$ cat config.mk
export PLATFORM = sky130hd
export DESIGN_NAME = debug_scan_ctl
export DESIGN_NICKNAME = d
export VERILOG_FILES = /design/src/rtl/debug_scan_pkg.sv /design/src/rtl/dbg_sync2.sv /design/src/rtl/debug_scan_ctl.sv
export SDC_FILE = /design/constraint.sdc
export NUM_CORES = 1
export LEC_CHECK = 0
export BUFFER_PORTS_ARGS = -buffer_cell sky130_fd_sc_hd__buf_2
export CAP_MARGIN = 20
export CORE_ASPECT_RATIO = 0.9
export CORE_UTILIZATION = 40
export CTS_BUF_LIST = sky130_fd_sc_hd__clkbuf_8
export DETAILED_ROUTE_END_ITERATION = 6
export PLACE_DENSITY = 0.63
export SYNTH_ARGS = -nofsm -noshare
export SYNTH_HDL_FRONTEND = slang
export SYNTH_SLANG_ARGS = --single-unit
$ cat constraint.sdc
create_clock -name debug_clk -period 2.2 [get_ports debug_clk]
set_input_delay 0.22 -clock debug_clk [delete_from_list [all_inputs] [get_ports debug_clk]]
set_output_delay 0.22 -clock debug_clk [all_outputs]
set_load 0.1 [all_outputs]
$ cat src/rtl/debug_scan_pkg.sv
// Shared types and constants for the debug-probe scan controller.
// DEBUG_SCAN_PARITY_EN appends an even-parity bit to every frame.
package debug_scan_pkg;

  typedef enum logic [1:0] {
    ST_IDLE   = 2'd0,
    ST_SAMPLE = 2'd1,
    ST_SHIFT  = 2'd2,
    ST_GAP    = 2'd3
  } scan_state_e;

  localparam logic [2:0] FRAME_HDR  = 3'b101;
  localparam int         HDR_LEN    = 3;
  localparam int         NUM_PROBES = 16;
  localparam int         ADDR_W     = 4;
  localparam int         BITCNT_W   = 5;

`ifdef DEBUG_SCAN_PARITY_EN
  localparam int PARITY_LEN = 1;
`else
  localparam int PARITY_LEN = 0;
`endif

  localparam int FRAME_LEN = HDR_LEN + NUM_PROBES + PARITY_LEN;

  // Whole frame, MSB transmitted first.
  function automatic logic [FRAME_LEN-1:0] build_frame(input logic [NUM_PROBES-1:0] snap);
`ifdef DEBUG_SCAN_PARITY_EN
    return {FRAME_HDR, snap, ^snap};
`else
    return {FRAME_HDR, snap};
`endif
  endfunction

endpackage

$ cat src/rtl/dbg_sync2.sv
// Two-flop synchronizer bringing the asynchronous probe return into debug_clk.
module dbg_sync2 (
  input  logic debug_clk,
  input  logic reset,
  input  logic d,
  output logic q
);

  logic meta_q, meta_d;
  logic sync_q, sync_d;

  always_comb begin
    meta_d = d;
    sync_d = meta_q;
  end

  always_ff @(posedge debug_clk or posedge reset) begin
    if (reset) begin
      meta_q <= 1'b0;
      sync_q <= 1'b0;
    end else begin
      meta_q <= meta_d;
      sync_q <= sync_d;
    end
  end

  assign q = sync_q;

endmodule

$ cat src/rtl/debug_scan_ctl.sv
// Walks the 16-way debug mux, captures a snapshot and serializes it as a framed bitstream.
// Frame length depends on DEBUG_SCAN_PARITY_EN (see debug_scan_pkg).
module debug_scan_ctl
  import debug_scan_pkg::*;
#(
  parameter int SETTLE_CYC = 2,
  parameter int IDLE_GAP   = 4
) (
  input  logic                  debug_clk,
  input  logic                  reset,
  input  logic                  scan_en,
  input  logic                  scan_req,
  input  logic                  probe_in,
  output logic [ADDR_W-1:0]     probe_addr,
  output logic [NUM_PROBES-1:0] snapshot,
  output logic                  frame_out,
  output logic                  frame_valid,
  output logic                  frame_done,
  output logic                  busy,
  output logic                  overrun
);

  // One counter serves both the address dwell and the inter-frame gap.
  localparam int CNT_MAX = (SETTLE_CYC > IDLE_GAP) ? SETTLE_CYC : IDLE_GAP;
  localparam int CNT_W   = $clog2(CNT_MAX + 1);

  localparam logic [CNT_W-1:0]    SETTLE_LAST = CNT_W'(SETTLE_CYC);
  localparam logic [CNT_W-1:0]    GAP_LAST    = CNT_W'(IDLE_GAP - 1);
  localparam logic [ADDR_W-1:0]   ADDR_LAST   = ADDR_W'(NUM_PROBES - 1);
  localparam logic [BITCNT_W-1:0] FRAME_END   = BITCNT_W'(FRAME_LEN);

  scan_state_e           state_q, state_d;
  logic [CNT_W-1:0]      cnt_q, cnt_d;
  logic [ADDR_W-1:0]     addr_q, addr_d;
  logic [NUM_PROBES-1:0] cap_q, cap_d;
  logic [NUM_PROBES-1:0] snap_q, snap_d;
  logic [FRAME_LEN-1:0]  shreg_q, shreg_d;
  logic [BITCNT_W-1:0]   bit_cnt_q, bit_cnt_d;
  logic                  frame_out_q, frame_out_d;
  logic                  frame_valid_q, frame_valid_d;
  logic                  frame_done_q, frame_done_d;
  logic                  busy_q, busy_d;
  logic                  overrun_q, overrun_d;

  logic                  sync_out;
  logic [NUM_PROBES-1:0] cap_full;
  logic [FRAME_LEN-1:0]  frame_vec;

  dbg_sync2 u_probe_sync (
    .debug_clk (debug_clk),
    .reset     (reset),
    .d         (probe_in),
    .q         (sync_out)
  );

  // Capture register with the current address slot replaced by the live sample,
  // so the final capture edge can load the snapshot in one step.
  generate
    for (genvar gi = 0; gi < NUM_PROBES; gi++) begin : g_cap
      assign cap_full[gi] = (addr_q == ADDR_W'(gi)) ? sync_out : cap_q[gi];
    end
  endgenerate

  assign frame_vec = build_frame(cap_full);

  always_comb begin
    state_d       = state_q;
    cnt_d         = cnt_q;
    addr_d        = addr_q;
    cap_d         = cap_q;
    snap_d        = snap_q;
    shreg_d       = shreg_q;
    bit_cnt_d     = bit_cnt_q;
    frame_out_d   = frame_out_q;
    frame_valid_d = frame_valid_q;
    frame_done_d  = 1'b0;
    busy_d        = busy_q;
    overrun_d     = overrun_q;

    if (scan_req && busy_q) begin
      overrun_d = 1'b1;
    end

    case (state_q)
      ST_IDLE: begin
        addr_d = '0;
        if (scan_req || scan_en) begin
          state_d = ST_SAMPLE;
          busy_d  = 1'b1;
          cnt_d   = '0;
        end
      end

      ST_SAMPLE: begin
        if (cnt_q == SETTLE_LAST) begin
          cap_d = cap_full;
          cnt_d = '0;
          if (addr_q == ADDR_LAST) begin
            // Last address: publish the snapshot and put the first frame bit out now.
            snap_d        = cap_full;
            addr_d        = '0;
            state_d       = ST_SHIFT;
            frame_out_d   = frame_vec[FRAME_LEN-1];
            frame_valid_d = 1'b1;
            shreg_d       = frame_vec << 1;
            bit_cnt_d     = BITCNT_W'(1);
          end else begin
            addr_d = addr_q + 1'b1;
          end
        end else begin
          cnt_d = cnt_q + 1'b1;
        end
      end

      ST_SHIFT: begin
        if (bit_cnt_q == FRAME_END) begin
          state_d       = ST_GAP;
          frame_out_d   = 1'b0;
          frame_valid_d = 1'b0;
          frame_done_d  = 1'b1;
          cnt_d         = '0;
        end else begin
          frame_out_d = shreg_q[FRAME_LEN-1];
          shreg_d     = shreg_q << 1;
          bit_cnt_d   = bit_cnt_q + 1'b1;
        end
      end

      ST_GAP: begin
        if (cnt_q == GAP_LAST) begin
          if (scan_en) begin
            state_d = ST_SAMPLE;
            addr_d  = '0;
            cnt_d   = '0;
          end else begin
            state_d = ST_IDLE;
            busy_d  = 1'b0;
          end
        end else begin
          cnt_d = cnt_q + 1'b1;
        end
      end

      default: begin
        state_d = ST_IDLE;
        busy_d  = 1'b0;
      end
    endcase
  end

  always_ff @(posedge debug_clk or posedge reset) begin
    if (reset) begin
      state_q       <= ST_IDLE;
      cnt_q         <= '0;
      addr_q        <= '0;
      cap_q         <= '0;
      snap_q        <= '0;
      shreg_q       <= '0;
      bit_cnt_q     <= '0;
      frame_out_q   <= 1'b0;
      frame_valid_q <= 1'b0;
      frame_done_q  <= 1'b0;
      busy_q        <= 1'b0;
      overrun_q     <= 1'b0;
    end else begin
      state_q       <= state_d;
      cnt_q         <= cnt_d;
      addr_q        <= addr_d;
      cap_q         <= cap_d;
      snap_q        <= snap_d;
      shreg_q       <= shreg_d;
      bit_cnt_q     <= bit_cnt_d;
      frame_out_q   <= frame_out_d;
      frame_valid_q <= frame_valid_d;
      frame_done_q  <= frame_done_d;
      busy_q        <= busy_d;
      overrun_q     <= overrun_d;
    end
  end

  assign probe_addr  = addr_q;
  assign snapshot    = snap_q;
  assign frame_out   = frame_out_q;
  assign frame_valid = frame_valid_q;
  assign frame_done  = frame_done_q;
  assign busy        = busy_q;
  assign overrun     = overrun_q;

endmodule
**After elaboration in Yosys (flattened, before gate mapping)**

Cells that the tools add are included.

- $add $sub $neg: 3
- Eq/ne operators: 30
- Mux-type cells: 54
- Reduce and logical (&&, ||, !) cells: 16

Operators with widths:

| cell | count |
|---|---|
| 19-bit 2-to-1 mux | 3 |
| 19-bit one-hot mux with 2 select lines | 1 |
| 4-bit equality test, second input constant | 8 |
| 1-bit 2-to-1 mux | 26 |
| 4-bit by 3-bit equality test with 1-bit output, second input constant | 4 |
| 4-bit 2-to-1 mux | 4 |
| 2-bit inequality test, second input constant | 8 |
| 4-bit AND reduction | 4 |
| 3-bit 2-to-1 mux | 5 |
| 5-bit 2-to-1 mux | 3 |
| 3-bit one-hot mux with 4 select lines | 1 |
| 4-bit one-hot mux with 3 select lines | 1 |
| 2-bit 2-to-1 mux | 5 |
| 5-bit one-hot mux with 2 select lines | 1 |
| 3-bit AND reduction | 3 |
| 4-bit by 2-bit equality test with 1-bit output, second input constant | 2 |
| 2-bit one-hot mux with 4 select lines | 1 |
| 3-bit by 2-bit equality test with 1-bit output, second input constant | 2 |
| 1-bit one-hot mux with 2 select lines | 3 |
| 5-bit by 1-bit adder with 5-bit output, second input constant | 1 |
| 5-bit equality test, second input constant | 1 |
| 5-bit AND reduction | 1 |
| 4-bit by 1-bit adder with 4-bit output, second input constant | 1 |
| 2-bit equality test, second input constant | 2 |
| 11 further kinds | 12 |

- Register bits after elaboration: 72
- Word-level logic and storage cells: 117

**Depth between registers and ports, before layout**

Gate-level depths: netlist of run 1.

- Depth after elaboration: 5
- Gate-level depth with buffers: 8

**By module**

Synthesis of run 1 repeated with hierarchy kept, for this count alone.

- Cells, all modules: 356
- Area, all modules: 3,686.0 um^2

By module, submodules not included:

| module | instances | cells each | area each (um^2) | seq. area each (um^2) |
|---|---|---|---|---|
| debug_scan_ctl | 1 | 353 | 3,632.2 | 1,726.7 |
| dbg_sync2 | 1 | 3 | 53.8 | 50.0 |

**Worst setup path after synthesis of run 1**

No wires, ideal clock.

- Path kind: register to register
- Start: register addr_q[0], in the netlist probe_addr[0]
- End: register shreg_q[15]
- Library setup time: 0.125 ns
- Arrival time: 2.498 ns
- Data required time: 2.075 ns
- Path slack: -0.423 ns
- Cell stages (with the launch flop): 7
- Buffers on the path: 1
- Clock period less this slack: 2.623 ns
- Cell sequence: dfrtp_1 > ha_1 > and4b_1 > a31oi_4 > nor2_4 > buf_6 > mux2_2

- Longest elaborated chain between the ends: 5
- Elaborated cells on any way between the ends: 8

RTL lines:

| what | line | source |
|---|---|---|
| start: declaration | debug_scan_ctl.sv:34 | `logic [ADDR_W-1:0] addr_q, addr_d;` |
| start signal: assignment | debug_scan_ctl.sv:168 | `addr_q <= addr_d;` |
| 4-bit equality test | debug_scan_ctl.sv:60 | `assign cap_full[gi] = (addr_q == ADDR_W'(gi)) ? sync_out : cap_q[gi];` |
| 1-bit 2-to-1 mux | debug_scan_ctl.sv:60 |  |
| 19-bit 2-to-1 mux | debug_scan_ctl.sv:98 | `if (addr_q == ADDR_LAST) begin` |
| 19-bit 2-to-1 mux | debug_scan_ctl.sv:95 | `if (cnt_q == SETTLE_LAST) begin` |
| 19-bit one-hot mux with 2 select lines | debug_scan_ctl.sv:84 | `case (state_q)` |
| end signal: assignment | debug_scan_ctl.sv:171 | `shreg_q <= shreg_d;` |
| end: declaration | debug_scan_ctl.sv:37 | `logic [FRAME_LEN-1:0] shreg_q, shreg_d;` |

Parallel ways exist; a longest one is shown, timed or not. The select of a mux whose other input is x is not followed.
A chain may end at the register's enable or synchronous reset.

**Worst setup path in the final report of run 1**

- Start: register state_q[1]
- End: register cap_q[1]

- Longest elaborated chain between the ends: 2

RTL lines:

| what | line | source |
|---|---|---|
| start: declaration | debug_scan_ctl.sv:32 | `scan_state_e state_q, state_d;` |
| start signal: assignment | debug_scan_ctl.sv:166 | `state_q <= state_d;` |
| 2-bit by 1-bit equality test with 1-bit output | debug_scan_ctl.sv:84 |  |
| 2-bit AND reduction (no source line) | -- |  |
| end signal: assignment | debug_scan_ctl.sv:169 | `cap_q <= cap_d;` |
| end: declaration | debug_scan_ctl.sv:35 | `logic [NUM_PROBES-1:0] cap_q, cap_d;` |

Every way passes these cells.

==> reports/qor.yml, run 1 <==
critical_path:
  crit_slowest_cell: "dfrtp_1"
  path_class: "flip-flop to flip-flop"
  critPathLaunchType: "flip-flop"
  path_buf_inv: 2
  worst_r2r_path_depth: 7
  r2r_slack_ns: 0.20
  cp_max_fo: 10
  crit_chain: "inv_1 -> ha_1 -> buf_4 -> and3b_1 -> nand2_1 -> nor3_1 -> mux2_2"
  crit_family: "simple AND/OR/NAND/NOR gates"
  cp-end-kind: "flip-flop"
  cp_data_arrival_time_ns: 2.24
  crit_path_max_incr_delay_ns: 0.44
  critical_path.reg2reg.startpoint: "state_q[1]"
  reg2reg_to: "cap_q[1]"
  cp.required_ns: 2.44
place:
  io_buffers: 29
  hpwl_um: 5310
  placed_area_sq_um: 3980
  place_congestion: 0.821
worst_hold_path:
  worstHoldEndpoint: "busy"
  hp-class: "primary input to flip-flop"
  hold_depth: 2
  min-delay-start: "scan_req"
run:
  max_cap_viol_count: 0
sta:
  setup_violations: 0
  report.final.slew_viol_count: 0
  slew_headroom: 0.666
  skew_ns: 0.00809
  rsz0062_at_grt: "no"
  hold_violations: 0
  fin_setup_tns_ns: 0
  tightestPinTransition_ns: 0.501
  fmax_mhz: 500
  fin_crit_ns: 2.00
  post-route-period-util: 0.909
layout:
  drive_gt1_frac: 0.258
  fillCellCount: 816
  final_nets: 413
  final_area_sq_um: 4220
  diodes: 0
  final_core_util: 0.486
  syn_to_final_growth_pct: 16.8
synthesis:
  ys.warnings.count: 0
  netlist_top_cells_count: "dfrtp_1, nand2_1, o21ai_0"
  syn_area_sq_um: 3610
  syn_avg_cell_area_sq_um: 10.2
  synth_top_area_cell: "dfrtp_1"
  synth_edf_count: 0
  synthArstFlopShare: 1.00
  synth_area_leaders: "dfrtp_1, mux2_2, nand2_1"
  synth.most_common_cell: "dfrtp_1"
  ys_seq_elements: 71
  netlist_instances: 355
  syn_nets: 373
  ys_seq_area_frac: 0.492
  synthDistinctLibCells: 42
  yosysTopAreaCellShare: 0.492
  synth_flop_cell: "dfrtp_1"
pwr:
  leakage_nw: 2.02
  ir_drop_v: 0.000648
  powerDensity_nw_per_um2: 1060
floorplan:
  rows: 32
  die-area_sq_um: 9420
  core_area_sq_um: 8690
  pin_count: 30
  die_y_um: 92.2
  start_util: 0.416
  die_x_um: 102
routing:
  post_drt_via_cell_ratio: 5.14
  first_iter_violations: 146
  drt_wl_total_um: 7510
  vias: 2666
  ant_nets: 0
  drtPass1Iterations: 4
  drc: 0
  routedWlPerCell_um: 14.5
clocking:
  path_clk_slew_ns: 0.08
  root_buffer: "clkbuf_8"
  cts_tree: "built"
  clockBufferDepth: 2
  cts_buffers: 9
  clkLatencyLatePin_ns: 0.36
  htreeDepth: 3
  cts_num_sinks: 71
grt:
  grt_overflow: 0
  grt_pass1_vias: 2569
  grt_pass1_wl_um: 12900
  track_usage: 0.180
  grt_max_degree: 35
  antenna_found_initial: 0
outcome:
  status: "completed"
[flip-flops by register name, summed over array words and instances, names as in the netlist]
| register | count |
|---|---|
| cap_q | 16 |
| u_probe_sync.q | 1 |
| bit_cnt_q | 5 |
| frame_out | 1 |
| state_q | 2 |
| cnt_q | 3 |
| overrun | 1 |
| snapshot | 16 |
| frame_done | 1 |
| shreg_q | 18 |
| u_probe_sync.meta_q | 1 |
| busy | 1 |
| probe_addr | 4 |
| frame_valid | 1 |
[power breakdown]
group / internal [mW] / switching (mW) / total [mW]
clock network: 0.560 / 0.528 / 1.09
registers: 1.48 / 0.167 / 1.65
logic: 0.677 / 1.07 / 1.75
total: 2.72 / 1.76 / 4.49
[metal layers]
layer  GRT usage  share of wire
met4      0.0500          0.012
met1       0.261           0.52
met2       0.258           0.44
met5           0              0
met3      0.0503          0.027
[worst reg2reg max path: stages (launching register included)]
cell and delay (ns):
dfrtp_1 0.44, inv_1 0.11, ha_1 0.20, buf_4 0.19
and3b_1 0.28, nand2_1 0.15, nor3_1 0.17, mux2_2 0.35
[layout make-up]
cell class                 instances  area (sq um)  share of cell area
sequential                        71          1780               0.422
multi-input combinational        252          1720               0.407
timing repair buffer              48           318              0.0753
tap                              119           149              0.0353
clock buffer                      10           138              0.0326
clock inverter                     6          67.6              0.0160
inverter                          13          48.8              0.0116
[cells in the final DEF, fill, tap and decap left out, types with 4 or more instances in the layout]
cell	netlist	routed
nand3b_1	8	8
mux2i_1	19	19
clkbuf_8	0	10
nor2b_1	4	4
dfrtp_1	71	67
dfrtp_2	0	4
inv_1	13	12
nor3_1	5	5
nand2_1	58	58
nand3_1	11	11
nor2_1	23	23
ha_1	13	12
o21ai_0	38	38
nor3b_1	5	5
a21oi_1	4	4
buf_4	0	15
mux2_2	32	32
buf_2	4	29
[per-stage QoR]
step	power, mW	worst slack (ns)	hold slack, ns	std cells
2_1_floorplan	2.94	0.00185	0.251	355
3_3_place_gp	3.32	0.183	0.261	500
3_5_place_dp	3.37	0.114	0.269	500
4_1_cts	4.46	0.101	0.0946	518
5_1_grt	4.78	0.0217	0.0983	519
6_report	4.49	0.200	0.105	519
[cells by family after synthesis]
kind of cell    after synthesis  synth area share
mux                          51             0.152
fa+ha+maj                    13            0.0450
simple gates                125             0.165
compound gates               63             0.109
buf+inv                      32            0.0367
flops                        71             0.492
[worst max-delay path by stage]
stage                        from           to  slack [ns]  cells after the start
floorplan           probe_addr[0]  shreg_q[15]       0.002                      6
global placement         cnt_q[0]  shreg_q[11]        0.18                      6
detailed placement     state_q[1]  shreg_q[13]        0.11                      6
CTS                    state_q[1]  shreg_q[13]        0.10                      6
global route           state_q[1]     cap_q[1]        0.02                      7
finish                 state_q[1]     cap_q[1]        0.20                      7
[timing repair]
action | 4_1_cts | 5_1_grt
setup endpoints to repair | 0 | 15
buffers inserted | 0 | 1
resized for setup | 0 | 0
hold buffers | 2 | 0
hold endpoints to repair | 20 | 0
Power figures use the tool's default switching activity.
==> run 2: changes to the inputs <==
--- a/config.mk
+++ b/config.mk
@@ -10,8 +10,11 @@
 export CORE_ASPECT_RATIO = 0.9
 export CORE_UTILIZATION = 40
 export CTS_BUF_LIST = sky130_fd_sc_hd__clkbuf_8
+export CTS_CLUSTER_DIAMETER = 60
 export DETAILED_ROUTE_END_ITERATION = 6
 export PLACE_DENSITY = 0.63
+export SLEW_MARGIN = 20
 export SYNTH_ARGS = -nofsm -noshare
 export SYNTH_HDL_FRONTEND = slang
+export SYNTH_HIERARCHICAL = 1
 export SYNTH_SLANG_ARGS = --single-unit
==> run 2 against run 1 <==
Sequential share of layout area is essentially flat. Flip-flop and latch count is the same. Cell area hardly changed. Critical path type unchanged. Final cell count shrank 0.39%. Highest routed layer unchanged. Largest cell class unchanged. First-iteration DRC count fell by 50%. Non-clock buffer count down 3.
==> reports/qor.yml, run 2 <==
synthesis:
  ys.warnings.count: 6
  synthArstFlopShare: 1.00
  syn_avg_cell_area_sq_um: 10.4
  yosysTopAreaCellShare: 0.482
  synth_area_leaders: "dfrtp_1, mux2_2, nand2_1"
  ys_seq_elements: 71
  synth_top_area_cell: "dfrtp_1"
  synth_flop_cell: "dfrtp_1"
  netlist_top_cells_count: "dfrtp_1, nand2_1, o21ai_0"
  netlist_instances: 356
  synth_edf_count: 0
  ys_seq_area_frac: 0.482
  synthDistinctLibCells: 42
  syn_area_sq_um: 3690
  syn_nets: 374
  synth.most_common_cell: "dfrtp_1"
pwr:
  leakage_nw: 2.05
  power.total_mw: 4.78
  ir_drop_v: 0.000561
  powerDensity_nw_per_um2: 1130
routing:
  post_drt_via_cell_ratio: 5.05
  routedWlPerCell_um: 14.1
  vias: 2612
  drt_wl_total_um: 7300
  ant_nets: 0
  drtPass1Iterations: 4
  first_iter_violations: 73
  drc: 0
layout:
  fillCellCount: 806
  final_nets: 411
  final_cell_mix: "dfrtp_1, nand2_1, o21ai_0"
  final_core_util: 0.481
  regMostFlops: "shreg_q"
  stdcell_count: 517
  diodes: 0
  mostFrequentLayoutCell: "dfrtp_1"
  syn_to_final_growth_pct: 14.4
  final_area_sq_um: 4220
  drive_gt1_frac: 0.246
  largest_reg_flops: 18
critical_path:
  worst_r2r_path_depth: 7
  cp.required_ns: 2.43
  r2r_slack_ns: 0.20
  cp-end-kind: "flip-flop"
  crit_path_max_incr_delay_ns: 0.43
  crit_end: "cap_q[5]"
  crit_slowest_cell: "dfrtp_1"
  cp_data_arrival_time_ns: 2.23
  reg2reg_to: "cap_q[5]"
  critPathLaunch: "state_q[1]"
  critical_path.reg2reg.startpoint: "state_q[1]"
  crit_chain: "inv_1 -> ha_1 -> and3b_1 -> buf_4 -> nand2_1 -> nor2_1 -> mux2_2"
  path_class: "flip-flop to flip-flop"
  critPathLaunchType: "flip-flop"
  cp_max_fo: 8
clocking:
  htreeDepth: 3
  cts_tree: "built"
  cts_buffers: 9
  cts_num_sinks: 71
  clkLatencyLatePin_ns: 0.34
  path_clk_slew_ns: 0.08
  clockBufferDepth: 2
  root_buffer: "clkbuf_8"
worst_hold_path:
  hp-class: "primary input to flip-flop"
floorplan:
  die_x_um: 103
  rows: 32
  pin_count: 30
  start_util: 0.420
  core_area_sq_um: 8770
  die_y_um: 93.1
  die-area_sq_um: 9600
sta:
  fmax_mhz: 501
  tightestPinTransition_ns: 0.496
  report.final.slew_viol_count: 0
  post-route-period-util: 0.908
  fin_crit_ns: 2.00
  skew_ns: 0.00715
  rsz0062_at_grt: "no"
  fin_hold_ws_ns: 0.105
  setup_violations: 0
  fin_ws_ns: 0.202
  fin_setup_tns_ns: 0
  slew_headroom: 0.669
  hold_violations: 0
grt:
  grt.met1_usage: 0.247
  met2_usage: 0.228
  use_met3: 0.0546
  track_usage: 0.167
  grt_pass1_vias: 2503
  grt.busiest_layer: "met1"
  grt_pass1_wl_um: 12100
  antenna_found_initial: 0
  grt_overflow: 0
  grt_max_degree: 70
place:
  io_buffers: 29
  place_congestion: 0.887
  placed_area_sq_um: 4020
  hpwl_um: 5110
  dp.cells: 499
  post-place-ws_ns: 0.146
outcome:
  status: "completed"
run:
  max_cap_viol_count: 0
## run 2: cell types whose count changed after synthesis, moves of 2 or more
cell,change
a21oi_1,+4
a22oi_1,-2
buf_2,-3
buf_6,+4
mux2_2,-12
mux2_4,+9
nand2_1,-2
nand2b_1,+2
nor2_1,-4
## run 2: worst min-delay path by stage
stage                     startpoint                   to  slack [ns]  cells past startpoint
after floorplan                reset  u_probe_sync/meta_q       -0.04                      1
after global placement         reset  u_probe_sync/meta_q        0.09                      2
after detailed placement       reset  u_probe_sync/meta_q        0.09                      2
after CTS                   scan_req                 busy        0.09                      2
after global routing        scan_req                 busy         0.1                      2
final                       scan_req                 busy        0.11                      2
## run 2: power breakdown
part	leakage (nW)	internal (mW)	switching, mW
combinational	1.02	0.796	1.28
clock	0.0895	0.433	0.485
sequential	0.940	1.58	0.214
## run 2: final cells by class
class | count | area, sq um | area share
well taps | 119 | 149 | 0.0353
multi-input cells | 253 | 1770 | 0.419
inverters | 13 | 48.8 | 0.0116
clock buffers | 10 | 138 | 0.0326
repair buffers | 45 | 295 | 0.0700
flip-flops and latches | 71 | 1780 | 0.423
clock inverters | 6 | 37.5 | 0.00890
## run 2: what timing repair did
| item | 4_1_cts | 5_1_grt |
|---|---|---|
| endpoints found under the hold margin | 72 | 0 |
| endpoints found under the setup margin | 0 | 1 |
| buffers inserted | 0 | 0 |
| resized for setup | 0 | 1 |
| hold buffers | 2 | 0 |
## run 2: routing by layer
| layer | vias up | part of all wire |
|---|---|---|
| li1 | 1311 | - |
| met1 | 1247 | 0.54 |
| met2 | 48 | 0.41 |
| met3 | 6 | 0.034 |
| met4 | 0 | 0.012 |
| met5 | - | 0 |
## run 2: logic make-up (layout without fill, tap and decap cells)
group | count (synthesis) | after routing | synth area share
and+or+nand+nor | 123 | 123 | 0.162
adders and majority gates | 13 | 13 | 0.0441
DFF | 71 | 71 | 0.482
muxes | 50 | 50 | 0.155
buffers and inverters | 32 | 74 | 0.0431
AOI/OAI and AO/OA | 67 | 67 | 0.114
## run 2: worst max-delay path: cells and delay by family, from the launching register on
family                   cells  cell delay [ns]
AND/OR/NAND/NOR              3             0.59
flip-flops                   1             0.43
multiplexers                 1             0.35
buffers and inverters        2             0.30
adder cells (fa/ha/maj)      1             0.22
==> run 3: changes to the inputs <==
==> constraint.sdc (replaced) <==
create_clock -name debug_clk -period 2.2 [get_ports debug_clk]
set_input_delay 0.22 -clock debug_clk [delete_from_list [all_inputs] [get_ports debug_clk]]
set_output_delay 0.22 -clock debug_clk [all_outputs]
set_load 0.005 [all_outputs]
==> run 3 against run 2 <==
Clock power rose by 13%. Die area is the same. Cell area increased by 0.42%. Clock-buffer cell count fell by 1. Combinational power fell by 18%. Clock skew rose by 0.0063 ns. Critical path depth shrank 2. First-iteration DRC count up 85%. Routed wire length up 2.2%. Worst setup slack got worse by 0.031 ns. Critical path type unchanged. Critical endpoint is now state_q[1]. Largest cell class unchanged.
==> reports/qor.yml, run 3 (same netlist as run 2, synthesis figures left out) <==
outcome:
  status: "completed"
layout:
  final_core_util: 0.483
  drive_gt1_frac: 0.235
  final_nets: 413
  diodes: 0
  largest_reg_flops: 18
  final_cell_mix: "dfrtp_1, nand2_1, o21ai_0"
  stdcell_count: 519
  regMostFlops: "shreg_q"
  mostFrequentLayoutCell: "dfrtp_1"
  syn_to_final_growth_pct: 14.9
place:
  dp.cells: 501
  post-place-ws_ns: 0.187
  place_congestion: 0.796
  io_buffers: 29
  hpwl_um: 5220
critical_path:
  cp_max_fo: 8
  crit_chain: "ha_1 -> nor2b_1 -> a21oi_1 -> nand4_1 -> mux2_1"
  crit_slowest_cell: "a21oi_1"
  cp.required_ns: 2.43
  path_class: "flip-flop to flip-flop"
  critPathLaunchType: "flip-flop"
  r2r_slack_ns: 0.17
  cp_data_arrival_time_ns: 2.26
  cp-end-kind: "flip-flop"
  worst_r2r_path_depth: 5
  crit_path_max_incr_delay_ns: 0.47
  reg2reg_to: "state_q[1]"
  critical_path.reg2reg.startpoint: "state_q[0]"
sta:
  skew_ns: 0.0135
  fin_ws_ns: 0.171
  fmax_mhz: 493
  fin_hold_ws_ns: 0.117
  tightestPinTransition_ns: 0.590
  rsz0062_at_grt: "no"
  fin_crit_ns: 2.03
  slew_headroom: 0.607
  post-route-period-util: 0.922
  fin_setup_tns_ns: 0
  hold_violations: 0
  setup_violations: 0
  report.final.slew_viol_count: 0
clocking:
  path_clk_slew_ns: 0.08
  root_buffer: "clkbuf_8"
  htreeDepth: 3
  clockBufferDepth: 2
  ctsResizeCount: 0
  cts_num_sinks: 71
  cts_buffers: 9
  clkLatencyLatePin_ns: 0.34
  cts_tree: "built"
routing:
  vias: 2618
  drc: 0
  drtPass1Iterations: 4
  ant_nets: 0
  post_drt_via_cell_ratio: 5.04
  routedWlPerCell_um: 14.4
  drt_wl_total_um: 7460
  first_iter_violations: 135
pwr:
  leakage_nw: 2.08
  ir_drop_v: 0.000340
  powerDensity_nw_per_um2: 1070
grt:
  antenna_found_initial: 0
  track_usage: 0.174
  grt_pass1_wl_um: 12800
  grt_pass1_vias: 2545
  grt_overflow: 0
  grt_max_degree: 70
floorplan:
  start_util: 0.420
  die_y_um: 93.1
  die-area_sq_um: 9600
  pin_count: 30
  core_area_sq_um: 8770
  die_x_um: 103
  rows: 32
worst_hold_path:
  hold_depth: 2
  worstHoldEndpoint: "busy"
  min-delay-start: "scan_req"
  hp-class: "primary input to flip-flop"
run:
  max_cap_viol_count: 0
[run 3: changes by cell type in the layout (fill, tap and decap cells not counted), sizes merged]
cell / delta
buf: +2
bufinv: +1
clkbuf: -1
[run 3: cell type report]
cell class / instances / area [sq um]
fill: 840 / 4530
sequential: 71 / 1780
multi-input combinational: 253 / 1750
timing repair buffer: 47 / 310
tap: 119 / 149
clock buffer: 9 / 124
clock inverter: 7 / 75.1
inverter: 13 / 48.8
[run 3: critical path, delay by kind of cell, from the launching register on]
kind	cells	cell delay, ns
multiplexers	1	0.35
flip-flops	1	0.42
AO/OA/AOI/OAI	1	0.47
AND/OR/NAND/NOR	2	0.38
adder cells (fa/ha/maj)	1	0.30
[run 3: how the worst max path moves through the flow]
stage                              end  slack (ns)     startpoint
after detailed placement    state_q[1]        0.19     state_q[0]
after global placement      state_q[1]        0.21     state_q[0]
after floorplan           bit_cnt_q[0]        0.24          reset
after CTS                   state_q[1]        0.17     state_q[0]
final                       state_q[1]        0.17     state_q[0]
after global routing        shreg_q[4]        0.02  probe_addr[0]
[run 3: where the power goes]
| part | switching [mW] | internal (mW) |
|---|---|---|
| Combinational | 0.934 | 0.777 |
| Clock | 0.515 | 0.525 |
| Sequential | 0.200 | 1.57 |
[run 3: timing repair]
action,4_1_cts,5_1_grt
hold buffers,2,0
setup buffers,0,0
endpoints found under the hold margin,72,0
[run 3: per-stage QoR]
step / total power [mW] / area [sq um]
2_1_floorplan: 3.04 / 3690
3_3_place_gp: 3.47 / 4020
3_5_place_dp: 3.51 / 4020
4_1_cts: 4.58 / 4230
5_1_grt: 4.88 / 4230
6_report: 4.53 / 4230
[run 3: layer usage]
metal  GRT usage  routed length (um)
met3      0.0501                 227
met1       0.256                4020
met2       0.251                3170
met5           0                   0
met4      0.0387                  38
